--- src/rtl/lutram_fifo_ctrl.sv ---
`default_nettype none
// ============================================================================
// Module   : lutram_fifo_ctrl
// Brief    : Show-ahead FIFO controller driving an external async-read LUTRAM.
// Revision : 1.0 - initial release
// ============================================================================
module lutram_fifo_ctrl #(
  parameter int RAM_WIDTH     = 16,
  parameter int RAM_ADDR_BITS = 3
) (
  input  logic                     clk_i,
  input  logic                     rst_i,
  input  logic                     push_i,
  input  logic [RAM_WIDTH-1:0]     wdata_i,
  output logic                     full_o,
  input  logic                     pop_i,
  output logic [RAM_WIDTH-1:0]     rdata_o,
  output logic                     empty_o,
  output logic [RAM_ADDR_BITS:0]   count_o,
  output logic                     overflow_o,
  output logic                     underflow_o,
  output logic                     mem_we_o,
  output logic [RAM_ADDR_BITS-1:0] mem_waddr_o,
  output logic [RAM_WIDTH-1:0]     mem_wdata_o,
  output logic [RAM_ADDR_BITS-1:0] mem_raddr_o,
  input  logic [RAM_WIDTH-1:0]     mem_rdata_i
);

  localparam int c_PTR_W = RAM_ADDR_BITS + 1;

  logic [c_PTR_W-1:0] r_wr_ptr;
  logic [c_PTR_W-1:0] r_rd_ptr;
  logic [c_PTR_W-1:0] r_count;
  logic               r_full;
  logic               r_empty;
  logic               r_overflow;
  logic               r_underflow;

  logic               w_push_acc;
  logic               w_pop_acc;
  logic [c_PTR_W-1:0] w_wr_nxt;
  logic [c_PTR_W-1:0] w_rd_nxt;

  // Acceptance uses only registered flags: no pass-through at full or empty.
  assign w_push_acc = push_i & ~r_full;
  assign w_pop_acc  = pop_i & ~r_empty;

  assign w_wr_nxt = r_wr_ptr + c_PTR_W'(w_push_acc);
  assign w_rd_nxt = r_rd_ptr + c_PTR_W'(w_pop_acc);

  assign mem_we_o    = w_push_acc & ~rst_i;
  assign mem_waddr_o = r_wr_ptr[RAM_ADDR_BITS-1:0];
  assign mem_wdata_o = wdata_i;
  assign mem_raddr_o = r_rd_ptr[RAM_ADDR_BITS-1:0];
  assign rdata_o     = mem_rdata_i;

  assign full_o      = r_full;
  assign empty_o     = r_empty;
  assign count_o     = r_count;
  assign overflow_o  = r_overflow;
  assign underflow_o = r_underflow;

  always_ff @(posedge clk_i or posedge rst_i) begin
    if (rst_i) begin
      r_wr_ptr    <= '0;
      r_rd_ptr    <= '0;
      r_count     <= '0;
      r_full      <= 1'b0;
      r_empty     <= 1'b1;
      r_overflow  <= 1'b0;
      r_underflow <= 1'b0;
    end else begin
      r_wr_ptr <= w_wr_nxt;
      r_rd_ptr <= w_rd_nxt;
      r_count  <= w_wr_nxt - w_rd_nxt;
      r_empty  <= (w_wr_nxt == w_rd_nxt);
      // Same address with opposite wrap bits means the writer lapped the reader.
      r_full   <= (w_wr_nxt[RAM_ADDR_BITS-1:0] == w_rd_nxt[RAM_ADDR_BITS-1:0]) &&
                  (w_wr_nxt[RAM_ADDR_BITS] != w_rd_nxt[RAM_ADDR_BITS]);
      if (push_i && r_full) begin
        r_overflow <= 1'b1;
      end
      if (pop_i && r_empty) begin
        r_underflow <= 1'b1;
      end
    end
  end

endmodule
`default_nettype wire

--- config.mk ---
export PLATFORM = sky130hd
export DESIGN_NAME = lutram_fifo_ctrl
export DESIGN_NICKNAME = d
export VERILOG_FILES = /design/src/rtl/lutram_fifo_ctrl.sv
export SDC_FILE = /design/constraint.sdc
export NUM_CORES = 1
export LEC_CHECK = 0
export BUFFER_PORTS_ARGS = -buffer_cell sky130_fd_sc_hd__buf_2
export CAP_MARGIN = 15
export CORE_UTILIZATION = 41
export CTS_CLUSTER_SIZE = 24
export DETAILED_ROUTE_END_ITERATION = 8
export GPL_ROUTABILITY_DRIVEN = 0
export PLACE_DENSITY_LB_ADDON = 0.3
export SLEW_MARGIN = 10
export SYNTH_ARGS = -nofsm -noshare
export SYNTH_HDL_FRONTEND = slang
export SYNTH_SLANG_ARGS = --single-unit
export TNS_END_PERCENT = 1
--- constraint.sdc ---
create_clock -name clk_i -period 4.58 [get_ports clk_i]
set_input_delay 0.916 -clock clk_i [delete_from_list [all_inputs] [get_ports clk_i]]
set_output_delay 0.916 -clock clk_i [all_outputs]
set_load 0.1 [all_outputs]
=== Yosys cells after proc, flatten, opt, wreduce, memory -nomap -nowiden ===
Cells that the tools add are included.
Widths: inputs -> output; s select.

* Input bits: 36
* Logic and storage cells: 22
* Output and inout port bits: 47
* Register bits after elaboration: 16

* Equal/unequal tests: 3
* Add/sub/neg operators: 3
* Reduce and logical (&&, ||, !) cells: 3
* Bitwise logic cells: 6

{| class="wikitable"
|+ Operators by type and width
! operator !! number
|-
| $add 4x1->4 || 2
|-
| $eq 4x4->1 || 1
|-
| $sub 4x4->4 || 1
|-
| $and 1x1->1 || 3
|-
| $eq 3x3->1 || 1
|-
| $logic_and 1x1->1 || 3
|-
| $not 1->1 || 3
|-
| $ne 1x1->1 || 1
|}

=== Longest topological paths before layout ===
Gate-level depths: netlist (run 1).

* Word-level depth: 5
* Depth in mapped cells: 8
* Gate-level depth less buffers: 8

=== Worst setup path after synthesis (run 1) ===
No wires, ideal clock.

* Path kind: input-to-output
* Start: input port rst_i
* End: output port mem_we_o
* Data required time: 3.664 ns
* Arrival time: 2.106 ns
* Buffers on the path: 0
* Path slack: 1.558 ns
* Cell stages on the path: 2
* Cell sequence: inv_1 -> and2_1

* Longest elaborated chain between the ends: 2

{| class="wikitable"
|+ Ends and longest elaborated chain
! what !! RTL line !! text
|-
| start, declared || 12 || <nowiki>input logic rst_i,</nowiki>
|-
| $not 1->1 || 51 || <nowiki>assign mem_we_o = w_push_acc & ~rst_i;</nowiki>
|-
| $and 1x1->1 || 51 ||
|-
| end, declared || 22 || <nowiki>output logic mem_we_o,</nowiki>
|}

Every way passes these cells.

=== Final worst setup path (run 1) ===
Ends and elaborated chain as after synthesis.

==> impl_metrics.tcl, run 1 <==
set metrics [dict create \
    grt_remaining_overflow 0 \
    clkSlewWorstSetupHoldPaths_ns 0.08 \
    detailedRoute.firstIterationViolations 3 \
    detail_route.first_pass.iterations 4 \
    timing_worst_setup_path_type "primary input to output port" \
    post_synth_inst_count 91 \
    drv_cap 0 \
    timing.hold.worst.start "overflow_o" \
    final_net_count 119 \
    post_route_cells_drive_above_1_share_pct 36.00 \
    synth-xor-area-share_pct 9.320 \
    cts_tree "yes" \
    syn_avg_cell_area_um2 10.92 \
    placed_cells 99 \
    worst_setup_path_start_kind "primary input" \
    die_x_um 51.23 \
    final_hold_vio_count 0 \
    most_frequent_cells_in_the_layout "18 x buf_2, 15 x dfrtp_1, 7 x inv_1, 7 x ha_1" \
    synth-compound-area-share_pct 2.519 \
    main_combinational_cell_family_by_area_after_synthesis "buffers and inverters" \
    mostFrequentLayoutCell "buf_2" \
    achievable-frequency_mhz 333.8 \
    rsz0062_at_grt "false" \
    syn_to_final_growth_pct -13.48 \
    diode_insertion_count_for_antenna_repair 0 \
    crit_top_cell "buf_2" \
    critical_path.max_fanout 17 \
    fin_tns_setup_ns 0 \
    drt-total-wl_um 1280 \
    r2r_end "count_o[2]" \
    wl_per_cell_um 12.43 \
    crit_buf_inv 3 \
    postLayoutSetupSlackWorst_ns 1.584 \
    cts_buffers 3 \
    cp.arrival_ns 2.08 \
    io-pin-count 83 \
    synth-seq-area-share_pct 40.43 \
    clock_latency_ns 0.28 \
    route.antenna.remaining_nets 0 \
    outcome "complete, no violations" \
    timing.critical_path.required_ns 3.66 \
    antenna_found_initial 0 \
    worstHoldPathType "flop to flop" \
    hold_end "overflow_o" \
    drc 0 \
    syn-cell-area_um2 993.5 \
    h_tree_depth 1 \
    setup_slack_reg_to_reg_ns 2.69 \
    worst_path_largest_cell_delay_ns 0.44 \
    avgViaCountPerCell 4.689 \
    cts_hold_buffers 0 \
    global_route_wire_length_before_repair_um 1994 \
    place.detailed.hpwl_um 1058 \
    postSynthNetCount 134 \
    fin_worst_skew_ns 0.002178 \
    globalRouteTotalUtil_pct 10.69 \
    synthDistinctLibCells 19 \
    grt_max_degree 18 \
    clockRootBuffer "clkbuf_4" \
    sink_count_of_the_clock_tree 16 \
    synth_top_cell_by_area "dfrtp_1" \
    row_count 17 \
    port_buffers 18 \
    kind_of_end_point_of_the_critical_path "output port" \
    core-area_um2 2255 \
    clk_path_buf_depth 2 \
    cp_cell_sequence "buf_2, inv_1, and2_1, buf_2" \
    synth_simple_gate_area_share_pct 7.557 \
    worst_path_max_delay_cell "inv_1" \
    resized_gates_after_cts 0 \
    initial_core_util_pct 44.06 \
    synth_top_cells_by_area "dfrtp_1 38%, buf_4 29%, ha_1 8.8%, xor2_2 3.3%, dfstp_2 2.6%" \
    final.period_utilization_pct 65.41 \
    synth-adder-area-share_pct 8.816 \
    muxShareOfSynthArea_pct 0 \
    fin_crit_period_ns 2.996 \
    post-cts-setup-buffer-count 0 \
    critical-path-top-delay-family "buffers and inverters" \
    worst_slew_margin_relative_to_its_limit_pct 59.85 \
    detailroute.via_count 483 \
    reg2regPathDepth 7 \
    pre_cts_ws_ns 1.514 \
    final_max_slew_violation_count 0 \
    final_core_util_pct 38.12 \
    setup_viol_count_final 0 \
    floorplan.die.height_um 51.23 \
    synthDominantCellAreaShare_pct 37.78 \
    grt_pass1_vias 465 \
    worst_hold_path.num_cells 1 \
    synth_seq_cells 16 \
    rr_startpoint "empty_o" \
    final_cell_count_no_fill 103 \
    warning_count_from_the_yosys_run 0 \
    worst_slew_pin_slew_ns 0.6016 \
    die-area_um2 2624 \
]
==> metrics by stage <==
step                cell area, um2  hold slack (ns)
finish                       859.6           0.4548
global route                 859.6           0.4751
CTS                          859.6           0.4631
detailed placement           833.3           0.4431
global placement             833.3           0.4412
floorplan                    993.5           0.5007
==> worst max-delay path by stage <==
stage          start  endpoint  slack [ns]  cells past startpoint
5_1_grt        rst_i  mem_we_o        1.42                      4
3_3_place_gp   rst_i  mem_we_o        1.56                      4
4_1_cts        rst_i  mem_we_o        1.52                      4
6_report       rst_i  mem_we_o        1.58                      4
3_5_place_dp   rst_i  mem_we_o        1.51                      4
2_1_floorplan  rst_i  mem_we_o        1.56                      2
==> synth_stat cells, drive strengths merged <==
cell type   n
xnor2       4
o21ai       1
dfstp       1
a21oi       1
ha          7
nor2        1
nor2b       3
nand3       3
a21o        2
inv         7
dfrtp      15
nand2b      2
and2        1
and4        1
xor2        4
buf        38
==> metal layers <==
metal / track usage, % / up-vias / share of wire [%] / wire [um]
li1: - / 213 / - / -
met1: 10.09 / 227 / 36 / 458
met2: 16.89 / 27 / 45 / 576
met3: 6.250 / 16 / 14 / 178
met4: 8.108 / 0 / 5.2 / 66
met5: 0 / - / 0 / 0
==> sequential cells by signal, summed over array words and instances, names as in the netlist <==
| register | count |
|---|---|
| count_o | 4 |
| empty_o | 1 |
| full_o | 1 |
| overflow_o | 1 |
| r_rd_ptr | 4 |
| r_wr_ptr | 4 |
| underflow_o | 1 |
==> cell type report <==
type / instances / area [um2]
Fill cell: 238 / 1395
Sequential cell: 16 / 401.6
Multi-Input combinational cell: 30 / 280.3
Timing Repair Buffer: 18 / 90.09
Tap cell: 28 / 35.03
Clock buffer: 4 / 26.28
Inverter: 7 / 26.28
==> cells by family (layout without fill, tap and decap cells) <==
family / after synthesis / after routing
adders and majority gates: 7 / 7
buffers and inverters: 45 / 29
xor gates and xnor gates: 8 / 8
and+or+nand+nor: 11 / 11
AOI/OAI and AO/OA: 4 / 4
DFF: 16 / 16
Power of run 1 is left out: the tool's default activity adds up to more than one toggle a clock period on the data nets, which glitch-free logic cannot reach.
==> run 2: changes to the inputs <==
- CORE_UTILIZATION: 41 -> 34
- clock period: 4.58 -> 2.6 ns (I/O delays scaled with it)
==> run 2 against run 1 <==
Effect of this change: utilization fell by 6.2 points; design area rose by 2.5%; clock-buffer cell count is the same; final cell count grew 3.9%.
==> impl_metrics.tcl, run 2 (same netlist as run 1, synthesis figures left out) <==
set metrics [dict create \
    outcome "complete, no violations" \
    die-area_um2 3142 \
    floorplan.die.height_um 56.06 \
    setup_viol_count_final 0 \
    design_area_um2 880.8 \
    worst_slew_pin_slew_ns 0.4854 \
    h_tree_depth 1 \
    final_net_count 120 \
    global_route_wire_length_before_repair_um 1987 \
    fin_worst_skew_ns 0.0005863 \
    worst_path_largest_cell_delay_ns 0.41 \
    post-cts-setup-buffer-count 0 \
    drc 0 \
    post_route_cells_drive_above_1_share_pct 38.16 \
    cts_buffers 3 \
    globalRouteTotalUtil_pct 8.574 \
    die_x_um 56.06 \
    cts_hold_buffers 0 \
    cp_cell_sequence "nor2b_1, and2_1, buf_2" \
    worst_path_max_delay_cell "buf_2" \
    diode_insertion_count_for_antenna_repair 0 \
    cp.arrival_ns 1.38 \
    achievable-frequency_mhz 526.7 \
    worst_setup_path_start_kind "flop" \
    worst_slew_margin_relative_to_its_limit_pct 67.87 \
    clock_latency_ns 0.28 \
    grt_pass1_vias 436 \
    timing.critical_path.required_ns 2.08 \
    clkSlewWorstSetupHoldPaths_ns 0.09 \
    most_frequent_cells_in_the_layout "18 x buf_2, 15 x dfrtp_1, 7 x inv_1, 7 x ha_1" \
    initial_core_util_pct 36.03 \
    fin_tns_setup_ns 0 \
    kind_of_end_point_of_the_critical_path "output port" \
    syn_to_final_growth_pct -11.34 \
    placedInstanceArea_um2 844.6 \
    clk_path_buf_depth 2 \
    drv_cap 0 \
    critical-path-top-delay-family "buffers and inverters" \
    pre_cts_ws_ns 0.5263 \
    grt_max_degree 17 \
    final.fill_count 276 \
    route.antenna.remaining_nets 0 \
    avgViaCountPerCell 4.364 \
    detailroute.via_count 467 \
    fin_crit_period_ns 1.899 \
    antenna_found_initial 0 \
    timing_worst_setup_path_type "flop to output port" \
    clockRootBuffer "clkbuf_4" \
    final_max_slew_violation_count 0 \
    drt-total-wl_um 1276 \
    worstHoldPathType "primary input to asynchronous set/reset pin" \
    cts_tree "yes" \
    critical_path.max_fanout 3 \
    core-area_um2 2758 \
    row_count 19 \
    final.period_utilization_pct 73.02 \
    sink_count_of_the_clock_tree 16 \
    grt_remaining_overflow 0 \
    port_buffers 18 \
    mostFrequentLayoutCell "buf_2" \
    resized_gates_after_cts 0 \
    place.detailed.hpwl_um 1008 \
    detailedRoute.firstIterationViolations 3 \
    postLayoutSetupSlackWorst_ns 0.7015 \
    io-pin-count 83 \
    detail_route.first_pass.iterations 2 \
    crit_buf_inv 1 \
    final_hold_vio_count 0 \
    final.hold.worst_slack_ns 0.2402 \
    rsz0062_at_grt "false" \
    wl_per_cell_um 11.93 \
]
## run 2: changes by cell type in the layout (fill, tap and decap cells not counted), sizes merged
cell / before / now
buf: 18 / 19
## run 2: stage by stage
stage	cells	utilization [%]
final	107	31.94
after global routing	107	31.94
after CTS	107	31.94
after detailed placement	103	30.63
after global placement	103	30.63
after floorplan	91	-
## run 2: worst min-delay path, cell delays in order
cell and delay (ns):
buf_2 0.09, inv_1 0.05, buf_4 0.23
## run 2: final timing paths
| check | to | cells past startpoint | startpoint | slack [ns] |
|---|---|---|---|---|
| min in group clk_i | underflow_o | 2 | pop_i | 0.45 |
| worst min register to register | underflow_o | 1 | underflow_o | 0.46 |
| worst max register to register | count_o[2] | 7 | empty_o | 0.71 |
| worst max-delay path | mem_we_o | 3 | full_o | 0.70 |
| max in group asynchronous | empty_o | 3 | rst_i | 2.11 |
| worst min-delay path | overflow_o | 3 | rst_i | 0.24 |
## run 2: layout make-up
type                       count  area, um2  share of cell area, %
tap                           31      38.79                  4.403
sequential                    16      401.6                  45.60
timing repair buffer          19      97.59                  11.08
clock buffer                   4      36.28                  4.119
inverter                       7      26.28                  2.983
multi-input combinational     30      280.3                  31.82
## run 2: routing by layer
layer	vias to the layer above	share of wire, %	track usage, %	routed length (um)
met1	205	38	9.412	480
met3	18	11	2.791	138
met4	0	6.6	9.408	84
met5	-	0	0	0
met2	26	45	12.24	573
li1	218	-	-	-
Power of run 2 is left out for the same reason.
==> run 3: changes to the inputs <==
- clock period: 2.6 -> 1.7 ns (I/O delays scaled with it)
==> run 3 against run 2 <==
Effect of this change: the run now ends with setup timing left; routed wire length grew 6.3%; clock skew is essentially flat; register-to-register slack worse by 0.77 ns; design area up 23%; die area is the same; first-iteration DRC count rose by 33%; via count rose by 5.8%; clock-buffer cell count stayed put; critical path type is now flop to flop; largest cell class unchanged.
==> impl_metrics.tcl, run 3 (same netlist as run 1, synthesis figures left out) <==
set metrics [dict create \
    global_route_wire_length_before_repair_um 2318 \
    avgViaCountPerCell 4.333 \
    drv_cap 0 \
    violations_in_the_final_reports "setup timing" \
    setup_viol_count_final 3 \
    rr_startpoint "empty_o" \
    worstHoldPathType "primary input to asynchronous set/reset pin" \
    cp.arrival_ns 1.95 \
    worst_path_largest_cell_delay_ns 0.62 \
    postLayoutSetupSlackWorst_ns -0.06393 \
    final_hold_vio_count 0 \
    worst_slew_margin_relative_to_its_limit_pct 67.74 \
    h_tree_depth 1 \
    clkSlewWorstSetupHoldPaths_ns 0.09 \
    wl_per_cell_um 11.89 \
    timing_worst_setup_path_type "flop to flop" \
    placed_cells 110 \
    fin_worst_skew_ns 0.0007124 \
    detailedRoute.firstIterationViolations 4 \
    io-pin-count 83 \
    achievable-frequency_mhz 566.9 \
    worst_slew_pin_slew_ns 0.4872 \
    cts_buffers 3 \
    most_frequent_cells_in_the_layout "16 x buf_2, 14 x dfrtp_1, 8 x buf_4" \
    diode_insertion_count_for_antenna_repair 0 \
    cp_cell_sequence "nor2b_1, ha_2, ha_4, xnor2_2, ha_4, nand2b_4, xor2_1" \
    rsz0062_at_grt "true" \
    critical-path-top-delay-family "flip-flops" \
    core-area_um2 2758 \
    initial_core_util_pct 36.03 \
    worst_setup_path_start_kind "flop" \
    floorplan.die.height_um 56.06 \
    syn_to_final_growth_pct 8.816 \
    worst_path_max_delay_cell "dfstp_4" \
    final.period_utilization_pct 103.8 \
    mostFrequentLayoutCell "buf_2" \
    cts_tree "yes" \
    die_x_um 56.06 \
    final_cell_count_no_fill 114 \
    final.fill_count 272 \
    final_net_count 127 \
    grt_pass1_vias 516 \
    die-area_um2 3142 \
    grt_max_degree 17 \
    final_core_util_pct 39.20 \
    fin_crit_period_ns 1.764 \
    port_buffers 18 \
    clockRootBuffer "clkbuf_4" \
    final_max_slew_violation_count 0 \
    route.antenna.remaining_nets 0 \
    clock_latency_ns 0.28 \
    critical_path.max_fanout 4 \
    outcome "finished with violations" \
    crit_buf_inv 0 \
    crit_top_cell "ha_4" \
    place.detailed.hpwl_um 1071 \
    drt-total-wl_um 1356 \
    worstSetupStartpoint "empty_o" \
    clk_path_buf_depth 2 \
    drc 0 \
    grt_remaining_overflow 0 \
    kind_of_end_point_of_the_critical_path "flop" \
    row_count 19 \
    post_route_cells_drive_above_1_share_pct 57.83 \
    globalRouteTotalUtil_pct 9.990 \
    antenna_found_initial 0 \
    detailroute.via_count 494 \
    timing.critical_path.required_ns 1.88 \
    sink_count_of_the_clock_tree 16 \
    detail_route.first_pass.iterations 2 \
]
==> run 3: changes by cell type in the layout (fill, tap and decap cells not counted), moves of 2 or more <==
| cell | before | now |
|---|---|---|
| buf_12 | 0 | 2 |
| buf_2 | 18 | 16 |
| buf_4 | 1 | 8 |
| ha_1 | 7 | 1 |
| ha_4 | 0 | 5 |
| xnor2_1 | 3 | 1 |
==> run 3: area by class of cell <==
type / count / area (um2) / area share [%]
clock buffer: 4 / 36.28 / 3.356
inverter: 7 / 26.28 / 2.431
multi-input combinational: 30 / 390.4 / 36.11
sequential: 16 / 409.1 / 37.85
tap: 31 / 38.79 / 3.588
timing repair buffer: 26 / 180.2 / 16.67
==> run 3: tightest hold or removal path, delay by kind of cell <==
kind	cells	cell delay [ns]
buf+inv	3	0.38
==> run 3: final timing paths <==
check                              end  slack (ns)  depth (start not counted)
setup / recovery            count_o[2]       -0.06                          7
hold / removal             r_wr_ptr[1]        0.06                          3
setup reg to reg            count_o[2]       -0.06                          7
hold reg to reg             overflow_o        0.46                          1
max in group asynchronous      empty_o        1.40                          3
min in group clk_i         underflow_o        0.27                          2
==> run 3: stage by stage <==
| step | TNS (ns) | hold slack, ns | worst slack, ns | instance area [um2] |
|---|---|---|---|---|
| finish | -0.1326 | 0.05847 | -0.06393 | 1081 |
| global route | -0.4247 | 0.07151 | -0.1452 | 1081 |
| CTS | -0.1857 | 0.06100 | -0.08517 | 1061 |
| detailed placement | -0.4834 | 0.3792 | -0.1530 | 991.0 |
| global placement | -0.3501 | 0.3729 | -0.1142 | 991.0 |
| floorplan | -1.305 | 0.2581 | -0.2969 | 1057 |
==> run 3: routing by layer <==
layer	part of all wire (%)	global-route usage (%)	up-vias
met3	11	6.279	18
met5	0	0	-
met2	47	13.95	22
met4	5.5	8.362	0
li1	-	-	227
met1	37	10.43	227
==> run 3: what timing repair did <==
item | CTS | global route
hold buffers | 0 | 0
setup buffers | 0 | 0
endpoints found under the setup margin | 5 | 5
gates resized for setup | 5 | 2
pin swaps | 6 | 2
Power of run 3 is left out for the same reason.
